[config.mk]
export PLATFORM = sky130hd
export DESIGN_NAME = sd_spi_engine
export DESIGN_NICKNAME = d
export VERILOG_FILES = /design/src/rtl/sd_spi_engine_pkg.sv /design/src/rtl/sd_spi_engine_clkdiv.sv /design/src/rtl/sd_spi_engine.sv
export SDC_FILE = /design/constraint.sdc
export NUM_CORES = 1
export LEC_CHECK = 0
export BUFFER_PORTS_ARGS = -buffer_cell sky130_fd_sc_hd__clkbuf_2
export CAP_MARGIN = 25
export CORE_MARGIN = 5
export CORE_UTILIZATION = 46
export DETAILED_ROUTE_END_ITERATION = 6
export HOLD_SLACK_MARGIN = 0.1
export PLACE_DENSITY = 0.67
export SLEW_MARGIN = 20
export SYNTH_ARGS = -nofsm -noshare
export SYNTH_HDL_FRONTEND = slang
export SYNTH_SLANG_ARGS = --single-unit
[constraint.sdc]
create_clock -name clk -period 2.6 [get_ports clk]
set_clock_uncertainty 0.2 [all_clocks]
set_input_delay 0.65 -clock clk [delete_from_list [all_inputs] [get_ports clk]]
set_output_delay 0.65 -clock clk [all_outputs]
set_load 0.01 [all_outputs]
[src/rtl/sd_spi_engine_pkg.sv]
`default_nettype none
// ============================================================================
//  Module      : sdspi_types (package)
//  Description : Shared types and default constants for the SD-card SPI
//                engine: operation codes, FSM state encoding and the
//                default SCLK divider / dummy-byte settings.
//  Revision    : 1.0 - initial release
// ============================================================================
package sdspi_types;

   // Operation requests from the sector state machine. spiopDUMMY stays
   // reserved even when the dummy-clock feature is compiled out.
   typedef enum logic [2:0] {
      spiopNOP   = 3'd0,
      spiopCSL   = 3'd1,
      spiopCSH   = 3'd2,
      spiopSLOW  = 3'd3,
      spiopFAST  = 3'd4,
      spiopTR    = 3'd5,
      spiopDUMMY = 3'd6
   } spiOP_t;

   // Engine state encoding.
   typedef enum logic [1:0] {
      IDLE = 2'd0,
      LO   = 2'd1,
      HI   = 2'd2,
      DONE = 2'd3
   } spiSTATE_t;

   // Default half-period dividers (clk cycles) and dummy byte count.
   localparam int c_SLOW_DIV_DFLT    = 63;
   localparam int c_FAST_DIV_DFLT    = 2;
   localparam int c_DUMMY_BYTES_DFLT = 10;

endpackage : sdspi_types
`default_nettype wire

[src/rtl/sd_spi_engine_clkdiv.sv]
`default_nettype none
// ============================================================================
//  Module      : sd_spi_clkdiv
//  Description : SCLK half-period counter. Counts up from 0 while enabled
//                and pulses tick on the last cycle of each half-period,
//                restarting from 0. A load restarts the count for a new
//                transfer.
//  Revision    : 1.0 - initial release
// ============================================================================
module sd_spi_clkdiv #(
   parameter int W = 6
) (
   input  logic         clk,
   input  logic         reset,
   input  logic         clear,
   input  logic         load,
   input  logic         enable,
   input  logic [W-1:0] div,
   output logic         tick
);

   logic [W-1:0] r_count;

   assign tick = enable && !load && (r_count == (div - W'(1)));

   // Half-period counter: restart on load, boundary or abort.
   always_ff @(posedge clk or posedge reset) begin
      if (reset) begin
         r_count <= '0;
      end else if (clear || load || tick) begin
         r_count <= '0;
      end else if (enable) begin
         r_count <= r_count + W'(1);
      end
   end

endmodule : sd_spi_clkdiv
`default_nettype wire

[src/rtl/sd_spi_engine.sv]
`default_nettype none
// ============================================================================
//  Module      : sd_spi_engine
//  Description : Byte-level SPI master (mode 0, first bit = spiTXD[0]) for
//                the SD-card interface. Owns chip select, slow/fast SCLK
//                rates and full-duplex 8-bit transfers.
//  Options     : define SD_SPI_DUMMY_EN to add spiopDUMMY (DUMMY_BYTES
//                bytes of 0xFF with CS forced high). Without it,
//                spiopDUMMY is ignored like spiopNOP.
//  Revision    : 1.0 - initial release
// ============================================================================
module sd_spi_engine
   import sdspi_types::*;
#(
   parameter int SLOW_DIV    = c_SLOW_DIV_DFLT,
   parameter int FAST_DIV    = c_FAST_DIV_DFLT,
   parameter int DUMMY_BYTES = c_DUMMY_BYTES_DFLT
) (
   input  logic       clk,
   input  logic       reset,
   input  logic       clear,
   input  spiOP_t     spiOP,
   input  logic [0:7] spiTXD,
   output logic [0:7] spiRXD,
   output logic       spiBUSY,
   output logic       spiDONE,
   input  logic       sdMISO,
   output logic       sdMOSI,
   output logic       sdSCLK,
   output logic       sdCS
);

   localparam int DIVW = $clog2(SLOW_DIV + 1);

   localparam logic [1:0] ST_IDLE = IDLE;
   localparam logic [1:0] ST_LO   = LO;
   localparam logic [1:0] ST_HI   = HI;
   localparam logic [1:0] ST_DONE = DONE;

   // Elaboration-time sanity check of the configuration.
   if (FAST_DIV < 1 || SLOW_DIV < 1 || DUMMY_BYTES < 1) begin : g_badParam
      $error("sd_spi_engine: dividers and DUMMY_BYTES must be at least 1");
   end

   logic [1:0]      r_state;
   logic            r_cs;
   logic            r_sclk;
   logic            r_mosi;
   logic [0:7]      r_rxd;
   logic [0:7]      r_shift;
   logic            r_fast;
   logic [DIVW-1:0] r_div;
   logic [2:0]      r_bitCnt;

   logic            w_load;
   logic            w_enable;
   logic            w_tick;
   logic            w_misoIn;
   logic            w_moreBytes;
   logic            w_isDummy;
   logic [DIVW-1:0] w_divSel;

`ifdef SD_SPI_DUMMY_EN
   localparam int BCW = $clog2(DUMMY_BYTES + 1);

   logic           r_isDummy;
   logic           r_csSave;
   logic [BCW-1:0] r_byteCnt;

   assign w_isDummy   = r_isDummy;
   assign w_moreBytes = r_isDummy && (r_byteCnt != BCW'(DUMMY_BYTES - 1));
   assign w_load      = (r_state == ST_IDLE) &&
                        ((spiOP == spiopTR) || (spiOP == spiopDUMMY));
`else
   assign w_isDummy   = 1'b0;
   assign w_moreBytes = 1'b0;
   assign w_load      = (r_state == ST_IDLE) && (spiOP == spiopTR);
`endif

   // Dummy clocks shift in ones so MISO never disturbs the shift register.
   assign w_misoIn = w_isDummy ? 1'b1 : sdMISO;
   assign w_enable = (r_state == ST_LO) || (r_state == ST_HI);
   assign w_divSel = r_fast ? DIVW'(FAST_DIV) : DIVW'(SLOW_DIV);

   sd_spi_clkdiv #(
      .W      (DIVW)
   ) u_clkdiv (
      .clk    (clk),
      .reset  (reset),
      .clear  (clear),
      .load   (w_load),
      .enable (w_enable),
      .div    (r_div),
      .tick   (w_tick)
   );

`ifdef SD_SPI_DUMMY_EN
   // Dummy-op bookkeeping: byte count and chip-select level to restore.
   always_ff @(posedge clk or posedge reset) begin
      if (reset) begin
         r_isDummy <= 1'b0;
         r_csSave  <= 1'b1;
         r_byteCnt <= '0;
      end else if (clear) begin
         r_isDummy <= 1'b0;
         r_csSave  <= 1'b1;
         r_byteCnt <= '0;
      end else if (r_state == ST_IDLE) begin
         if (spiOP == spiopDUMMY) begin
            r_isDummy <= 1'b1;
            r_csSave  <= r_cs;
            r_byteCnt <= '0;
         end else if (spiOP == spiopTR) begin
            r_isDummy <= 1'b0;
         end
      end else if (r_state == ST_HI && w_tick && r_bitCnt == 3'd7 && w_moreBytes) begin
         r_byteCnt <= r_byteCnt + BCW'(1);
      end
   end
`endif

   // Main engine: op decode in IDLE, LO/HI half-periods per bit, DONE pulse.
   always_ff @(posedge clk or posedge reset) begin
      if (reset) begin
         r_state  <= ST_IDLE;
         r_cs     <= 1'b1;
         r_sclk   <= 1'b0;
         r_mosi   <= 1'b1;
         r_rxd    <= '0;
         r_shift  <= '0;
         r_fast   <= 1'b0;
         r_div    <= '0;
         r_bitCnt <= '0;
      end else if (clear) begin
         r_state  <= ST_IDLE;
         r_cs     <= 1'b1;
         r_sclk   <= 1'b0;
         r_mosi   <= 1'b1;
         r_rxd    <= '0;
         r_shift  <= '0;
         r_fast   <= 1'b0;
         r_div    <= '0;
         r_bitCnt <= '0;
      end else begin
         case (r_state)
            ST_IDLE: begin
               case (spiOP)
                  spiopCSL:  begin r_cs   <= 1'b0; r_state <= ST_DONE; end
                  spiopCSH:  begin r_cs   <= 1'b1; r_state <= ST_DONE; end
                  spiopSLOW: begin r_fast <= 1'b0; r_state <= ST_DONE; end
                  spiopFAST: begin r_fast <= 1'b1; r_state <= ST_DONE; end
                  spiopTR: begin
                     r_shift  <= spiTXD;
                     r_mosi   <= spiTXD[0];
                     r_div    <= w_divSel;
                     r_bitCnt <= '0;
                     r_state  <= ST_LO;
                  end
`ifdef SD_SPI_DUMMY_EN
                  spiopDUMMY: begin
                     r_shift  <= 8'hFF;
                     r_mosi   <= 1'b1;
                     r_cs     <= 1'b1;
                     r_div    <= w_divSel;
                     r_bitCnt <= '0;
                     r_state  <= ST_LO;
                  end
`endif
                  default: ;
               endcase
            end
            ST_LO: begin
               if (w_tick) begin
                  // Rising SCLK edge and MISO sample happen together.
                  r_sclk  <= 1'b1;
                  r_shift <= {r_shift[1:7], w_misoIn};
                  r_state <= ST_HI;
               end
            end
            ST_HI: begin
               if (w_tick) begin
                  r_sclk <= 1'b0;
                  if (r_bitCnt == 3'd7) begin
                     r_bitCnt <= '0;
                     if (w_moreBytes) begin
                        r_mosi  <= 1'b1;
                        r_state <= ST_LO;
                     end else begin
                        r_mosi  <= 1'b1;
                        r_state <= ST_DONE;
                        if (!w_isDummy) begin
                           r_rxd <= r_shift;
                        end
`ifdef SD_SPI_DUMMY_EN
                        if (r_isDummy) begin
                           r_cs <= r_csSave;
                        end
`endif
                     end
                  end else begin
                     r_bitCnt <= r_bitCnt + 3'd1;
                     r_mosi   <= r_shift[0];
                     r_state  <= ST_LO;
                  end
               end
            end
            ST_DONE: begin
               r_state <= ST_IDLE;
            end
            default: r_state <= ST_IDLE;
         endcase
      end
   end

   assign spiRXD  = r_rxd;
   assign spiBUSY = (r_state != ST_IDLE);
   assign spiDONE = (r_state == ST_DONE);
   assign sdMOSI  = r_mosi;
   assign sdSCLK  = r_sclk;
   assign sdCS    = r_cs;

endmodule : sd_spi_engine
`default_nettype wire

## Word level (Yosys, flattened, before mapping)

Index checks and enable logic that the tools add are counted.

- Equal/unequal tests: 14
- Multiplexer cells: 40
- $add $sub $neg: 3
- Reduce and logical (&&, ||, !) cells: 29

Operators with widths:

| cell | count |
|---|---|
| $mux 8 | 7 |
| $mux 6 | 6 |
| $pmux 8 s2 | 1 |
| $reduce_and 3->1 | 5 |
| $reduce_bool 3->1 | 5 |
| $reduce_bool 2->1 | 7 |
| $mux 3 | 4 |
| $mux 1 | 11 |
| $eq 3x3->1 const B | 3 |
| $ne 3x2->1 const B | 3 |
| $mux 2 | 4 |
| $pmux 1 s2 | 4 |
| $pmux 2 s4 | 1 |
| $add 6x1->6 const B | 1 |
| $eq 3x2->1 const B | 2 |
| $eq 6x6->1 | 1 |
| $pmux 3 s2 | 1 |
| $reduce_and 2->1 | 3 |
| $sub 6x1->6 const B | 1 |
| $eq 2x2->1 const B | 2 |
| $ne 4x3->1 const B | 1 |
| $pmux 2 s2 | 1 |
| $reduce_or 4->1 | 1 |
| $add 3x1->3 const B | 1 |
| other kinds (6) | 10 |

- Bits in registers: 37
- Bits of input ports: 15
- Word-level logic and storage cells: 96

## Depth between registers and ports, before layout

- Depth after elaboration: 8
- Mapped depth: 9
- Gate-level depth less buffers: 7

## By module

From an unflattened synthesis, not the netlist that was laid out.

- Cells, all modules: 179
- Area, all modules: 1891.8 um2

By module, submodules not included:

| module | cells an instance | sequential area each (um2) | area each (um2) | instances |
|---|---|---|---|---|
| sd_spi_engine | 132 | 678.2 | 1416.4 | 1 |
| sd_spi_clkdiv | 47 | 150.1 | 475.5 | 1 |

## Worst setup path before layout

Ideal clock, no wire load.

- Path kind: flip-flop to flip-flop
- Start point: reg r_div[4]
- End point: reg r_state[1]
- Path slack: 0.331 ns
- Clock period less this slack: 2.269 ns
- Arrival time: 1.942 ns
- Stages on the path, launching flop included: 9
- Path through: dfrtp_1 -> inv_1 -> ha_1 -> xnor2_1 -> and4_1 -> buf_2 -> a311o_2 -> o31a_1 -> mux2_1

- Longest elaborated chain between the ends: 5
- Elaborated cells between the ends (all ways): 6
- Those cells by class: add/sub (1); eq/ne (3); reduce/logical (2)

Ends and longest elaborated chain:

| what | line | text |
|---|---|---|
| start, declared | sd_spi_engine.sv:52 | `logic [DIVW-1:0] r_div;` |
| start signal, assigned | sd_spi_engine.sv:155 | `r_div <= w_divSel;` |
| $sub 6x1->6 (*) | sd_spi_engine_clkdiv.sv:24 | `assign tick = enable && !load && (r_count == (div - W'(1)));` |
| $eq 6x6->1 (*) | sd_spi_engine_clkdiv.sv:24 |  |
| $logic_and 1x1->1 (*) | sd_spi_engine_clkdiv.sv:24 |  |
| $ne 3x2->1 (no source line) | -- |  |
| $reduce_and 3->1 (no source line) (*) | -- |  |
| end signal, assigned | sd_spi_engine.sv:125 | `r_state <= ST_IDLE;` |
| end signal, assigned | sd_spi_engine.sv:135 | `r_state <= ST_IDLE;` |
| end signal, assigned | sd_spi_engine.sv:148 | `spiopCSL: begin r_cs <= 1'b0; r_state <= ST_DONE; end` |
| end, declared | sd_spi_engine.sv:45 | `logic [1:0] r_state;` |

Every way passes the cells marked *; elsewhere a longest branch is shown, timed or not.
A chain may end at the register's enable or synchronous reset.

## Worst setup path after layout

- Start point: reg r_state[1]
- End point: reg r_shift[1] in the netlist's numbering

- Longest elaborated chain between the ends: 7
- Elaborated cells between the ends (all ways): 14
- Those cells by class: eq/ne (4); mux (2); reduce/logical (8)

Ends and longest elaborated chain:

| what | line | text |
|---|---|---|
| $logic_not 2->1 | sd_spi_engine.sv:77, sd_spi_engine.sv:145 |  |
| $logic_and 1x1->1 | sd_spi_engine.sv:77 | `assign w_load = (r_state == ST_IDLE) && (spiOP == spiopTR);` |
| $logic_not 1->1 | sd_spi_engine_clkdiv.sv:24 |  |
| $logic_and 1x1->1 (2 in series) | sd_spi_engine_clkdiv.sv:24 |  |
| $ne 3x2->1 (no source line) | -- |  |
| $reduce_and 3->1 (no source line) | -- |  |
| end signal, assigned | sd_spi_engine.sv:153 | `r_shift <= spiTXD;` |
| end signal, assigned | sd_spi_engine.sv:176 | `r_shift <= {r_shift[1:7], w_misoIn};` |
| end, declared | sd_spi_engine.sv:50 | `logic [0:7] r_shift;` |

Parallel ways exist; a longest one is shown, timed or not.

==> run_results.csv <==
group,metric,value,unit
outcome,run_status,"complete, no violations",
clock_network,clockBufferDepth,2,
clock_network,clock_insertion_delay_worst_skew,0.28,ns
sta,slew_margin_rel,72.29,%
clock_network,worst_setup_hold_path_clk_slew,0.07,ns
setup_path,worst-path-max-fanout,8,
setup_path,setup.worst_path.start_class,"flip-flop",
die,cell_rows,22,
drt,drt_iter0_markers,67,
layout,fillers,326,
die,die_w,72.80,µm
global_route,grt_most_used_layer,"met2",
power_and_ir_drop,leakagePower,1.026,nW
die,pin_count,28,
setup_path,timing.critical_path.required,2.56,ns
die,die_height,72.80,µm
clock_network,post_cts_resized,0,
drt,overall_via_count_from_detail_route,1344,
synthesis,synth_cells,172,
power_and_ir_drop,cellPowerDensity,827.0,nW/µm²
sta,timing.final.max_slew_violations,0,
power_and_ir_drop,ir_drop,0.5220,mV
synthesis,synth.yosys.seq_area_share,45.66,%
power_and_ir_drop,report.power.total,0.001780,W
placement,port_buffers,27,
power_and_ir_drop,pwr-share-clk,31.7,%
drt,wirelength,3670,µm
placement,placedInstanceArea,2018,µm²
setup_path,worst_path_max_delay_cell,"sky130_fd_sc_hd__a41o_1",
layout,final_cell_count_without_fillers,253,
setup_path,critical_path.cell_chain,"inv_1 -> ha_1 -> and4_1 -> a41o_1 -> mux2_2",
clock_network,post-cts-setup-buffer-count,0,
layout,area_delta_synth_final,18.62,%
drt,wl_per_cell,14.51,µm
synthesis,netlist-cell-type-count,41,
clock_network,number_of_buffers_created_by_cts,5,
global_route,grt_pass1_vias,1290,
sta,maxClockFrequency,0.4165,GHz
drt,route.detailed.drc,0,
layout,antenna_cells,0,
setup_path,worst-endpoint-arrival,2.36,ns
sta,fin_crit,2.401,ns
sta,tightestPinTransition,0.4156,ns
drt,drt_pre_antenna_iters,4,
synthesis,async_flop_share,100.0,%
synthesis,netlist.top_cell.by_area,"sky130_fd_sc_hd__dfrtp_1",
clock_network,cts_sinks,33,
clock_network,cts-htree-levels,2,
power_and_ir_drop,total_switching_power,0.0005534,W
sta,timing.final.crit_share,92.34,%
placement,place_inst,245,
synthesis,synthesis.area_per_instance,10.55,µm²
die,core,3744,µm²
placement,gp_congestion,0.7911,
synthesis,synth_nets,196,
sta,timing.final.setup_violations,0,
flow_run,max_cap_violations,0,
power_and_ir_drop,cellInternalPower,0.001226,W
layout,fin_nets,228,
layout,final_cell_mix,"sky130_fd_sc_hd__nor2_1, sky130_fd_sc_hd__dfrtp_1, sky130_fd_sc_hd__clkbuf_2",
global_route,number_of_antenna_violations_at_the_first_check_in_global_routing,0,
die,initial_core_util,48.46,%
setup_path,worstSetupEndpointType,"flip-flop",
synthesis,netlist_area,1814,µm²
synthesis,ys_dominant_reg_cell,"sky130_fd_sc_hd__dfrtp_1",
power_and_ir_drop,sw_frac_of_total,31.10,%
drt,via_cell_ratio,5.312,
synthesis,ys_seq_elements,33,
power_and_ir_drop,pwr-share-comb,31.0,%
global_route,grt_util_met3,4.959,%
global_route,grt_pass1_wl,6092,µm
layout,mostFrequentLayoutCell,"sky130_fd_sc_hd__nor2_1",
sta,hold_violations,0,
synthesis,fraction_of_post_synthesis_cell_area_in_the_top_cell_type_by_area,42.76,%
global_route,grt_overflow_total,0,
global_route,met1_usage,18.65,%
layout,final_area,2152,µm²
setup_path,crit_path_max_incr_delay,0.44,ns
drt,antenna_violating_nets_post_route,0,
sta,post_route_setup_tns,0,ns
synthesis,synthesis.yosys.warnings,0,
synthesis,synth.top_cells.by_area,"sky130_fd_sc_hd__dfrtp_1, sky130_fd_sc_hd__mux2i_1, sky130_fd_sc_hd__nor2_1, sky130_fd_sc_hd__ha_1, sky130_fd_sc_hd__mux2_2",
layout,drive_above_1_share,27.80,%
clock_network,cts_tree,"built",
sta,setup_repair_after_global_routing_missed_its_margin,"no",
global_route,grtUsageMet2,24.25,%
clock_network,clk_root_buffer_cell,"sky130_fd_sc_hd__clkbuf_8",
global_route,grt_max_degree,34,
synthesis,synth_enable_flop_cells,0,
placement,post-dp-hpwl,2708,µm
power_and_ir_drop,power.share.sequential,37.3,%
setup_path,timing_worst_setup_path_type,"flip-flop to flip-flop",
die,fp.dieArea,5300,µm²
global_route,grtUsageTotal,15.01,%
clock_network,cts_hold_buf,0,
hold_path,hp-class,"input pin to async pin",
[worst max-delay path, delay by kind of cell (launching register included)]
family	cells	cell delay, ns
AOI/OAI and AO/OA	1	0.44
and+or+nand+nor	1	0.37
DFF	1	0.41
muxes	1	0.38
adders and majority gates	1	0.40
buffers and inverters	1	0.09
[power by group through the flow]
stage | Sequential, W | Clock, W | Combinational (W)
floorplan | 0.000656 | 0 | 0.000420
global placement | 0.000664 | 0 | 0.000535
detailed placement | 0.000672 | 0 | 0.000554
CTS | 0.000662 | 0.000574 | 0.000554
global route | 0.000673 | 0.000608 | 0.000611
finish | 0.000664 | 0.000564 | 0.000552
[path summary, 6_finish.rpt]
| path | startpoint | endpoint | slack (ns) | cells after the start |
|---|---|---|---|---|
| min | reset | spiRXD[5] | 0.22 | 3 |
| min reg2reg | r_bitCnt[0] | r_bitCnt[0] | 0.30 | 1 |
| min in group clk | r_bitCnt[0] | r_bitCnt[0] | 0.30 | 1 |
| max in group asynchronous | reset | sdCS | 1.64 | 3 |
| max reg2reg | r_state[1] | r_shift[1] | 0.20 | 5 |
| max | r_state[1] | r_shift[1] | 0.20 | 5 |
[synth_stat cells (all sizes together), types with 4 or more instances]
| cell | number |
|---|---|
| inv | 5 |
| mux2 | 9 |
| clkbuf | 4 |
| buf | 4 |
| xor2 | 5 |
| dfrtp | 31 |
| ha | 9 |
| mux2i | 17 |
| nand2 | 6 |
| nor2 | 34 |
| a21oi | 4 |
[sequential cells by signal, indices dropped and copies added, names as in the netlist, 2 cells and up]
name	cells
r_shift	8
r_bitCnt	3
r_div	2
u_clkdiv.r_count	6
r_state	2
spiRXD	8
[metal layers]
metal | part of all wire, % | routed length, µm
met1 | 45 | 1647
met2 | 51 | 1860
met3 | 2.9 | 106
met4 | 1.5 | 55
met5 | 0 | 0
[kinds of logic after synthesis]
family | count (synthesis) | share of synthesized area, %
buffers and inverters | 13 | 3.034
and+or+nand+nor | 61 | 16.48
xor gates and xnor gates | 8 | 3.862
adders and majority gates | 9 | 6.207
muxes | 26 | 14.97
DFF | 33 | 45.65
AOI/OAI and AO/OA | 22 | 9.793
[stage by stage]
step	worst slack, ns	hold WS [ns]	util [%]
2_1_floorplan	0.3309	0.2415	-
3_3_place_gp	0.2567	0.2767	53.91
3_5_place_dp	0.2066	0.2866	53.91
4_1_cts	0.2062	0.2375	57.49
5_1_grt	0.09655	0.2759	57.49
6_report	0.1993	0.2241	57.49
[cell type report]
class                   instances  area, µm²  share of cell area [%]
multi-input cells             126      930.9                   43.26
well taps                      48      60.06                   2.791
clock buffers                   5      68.82                   3.198
inverters                       5      18.77                  0.8721
repair buffers                 33      180.2                   8.372
flip-flops and latches         33      828.3                   38.49
clock inverters                 3      65.06                   3.023
(Power assumes the default switching activity.)
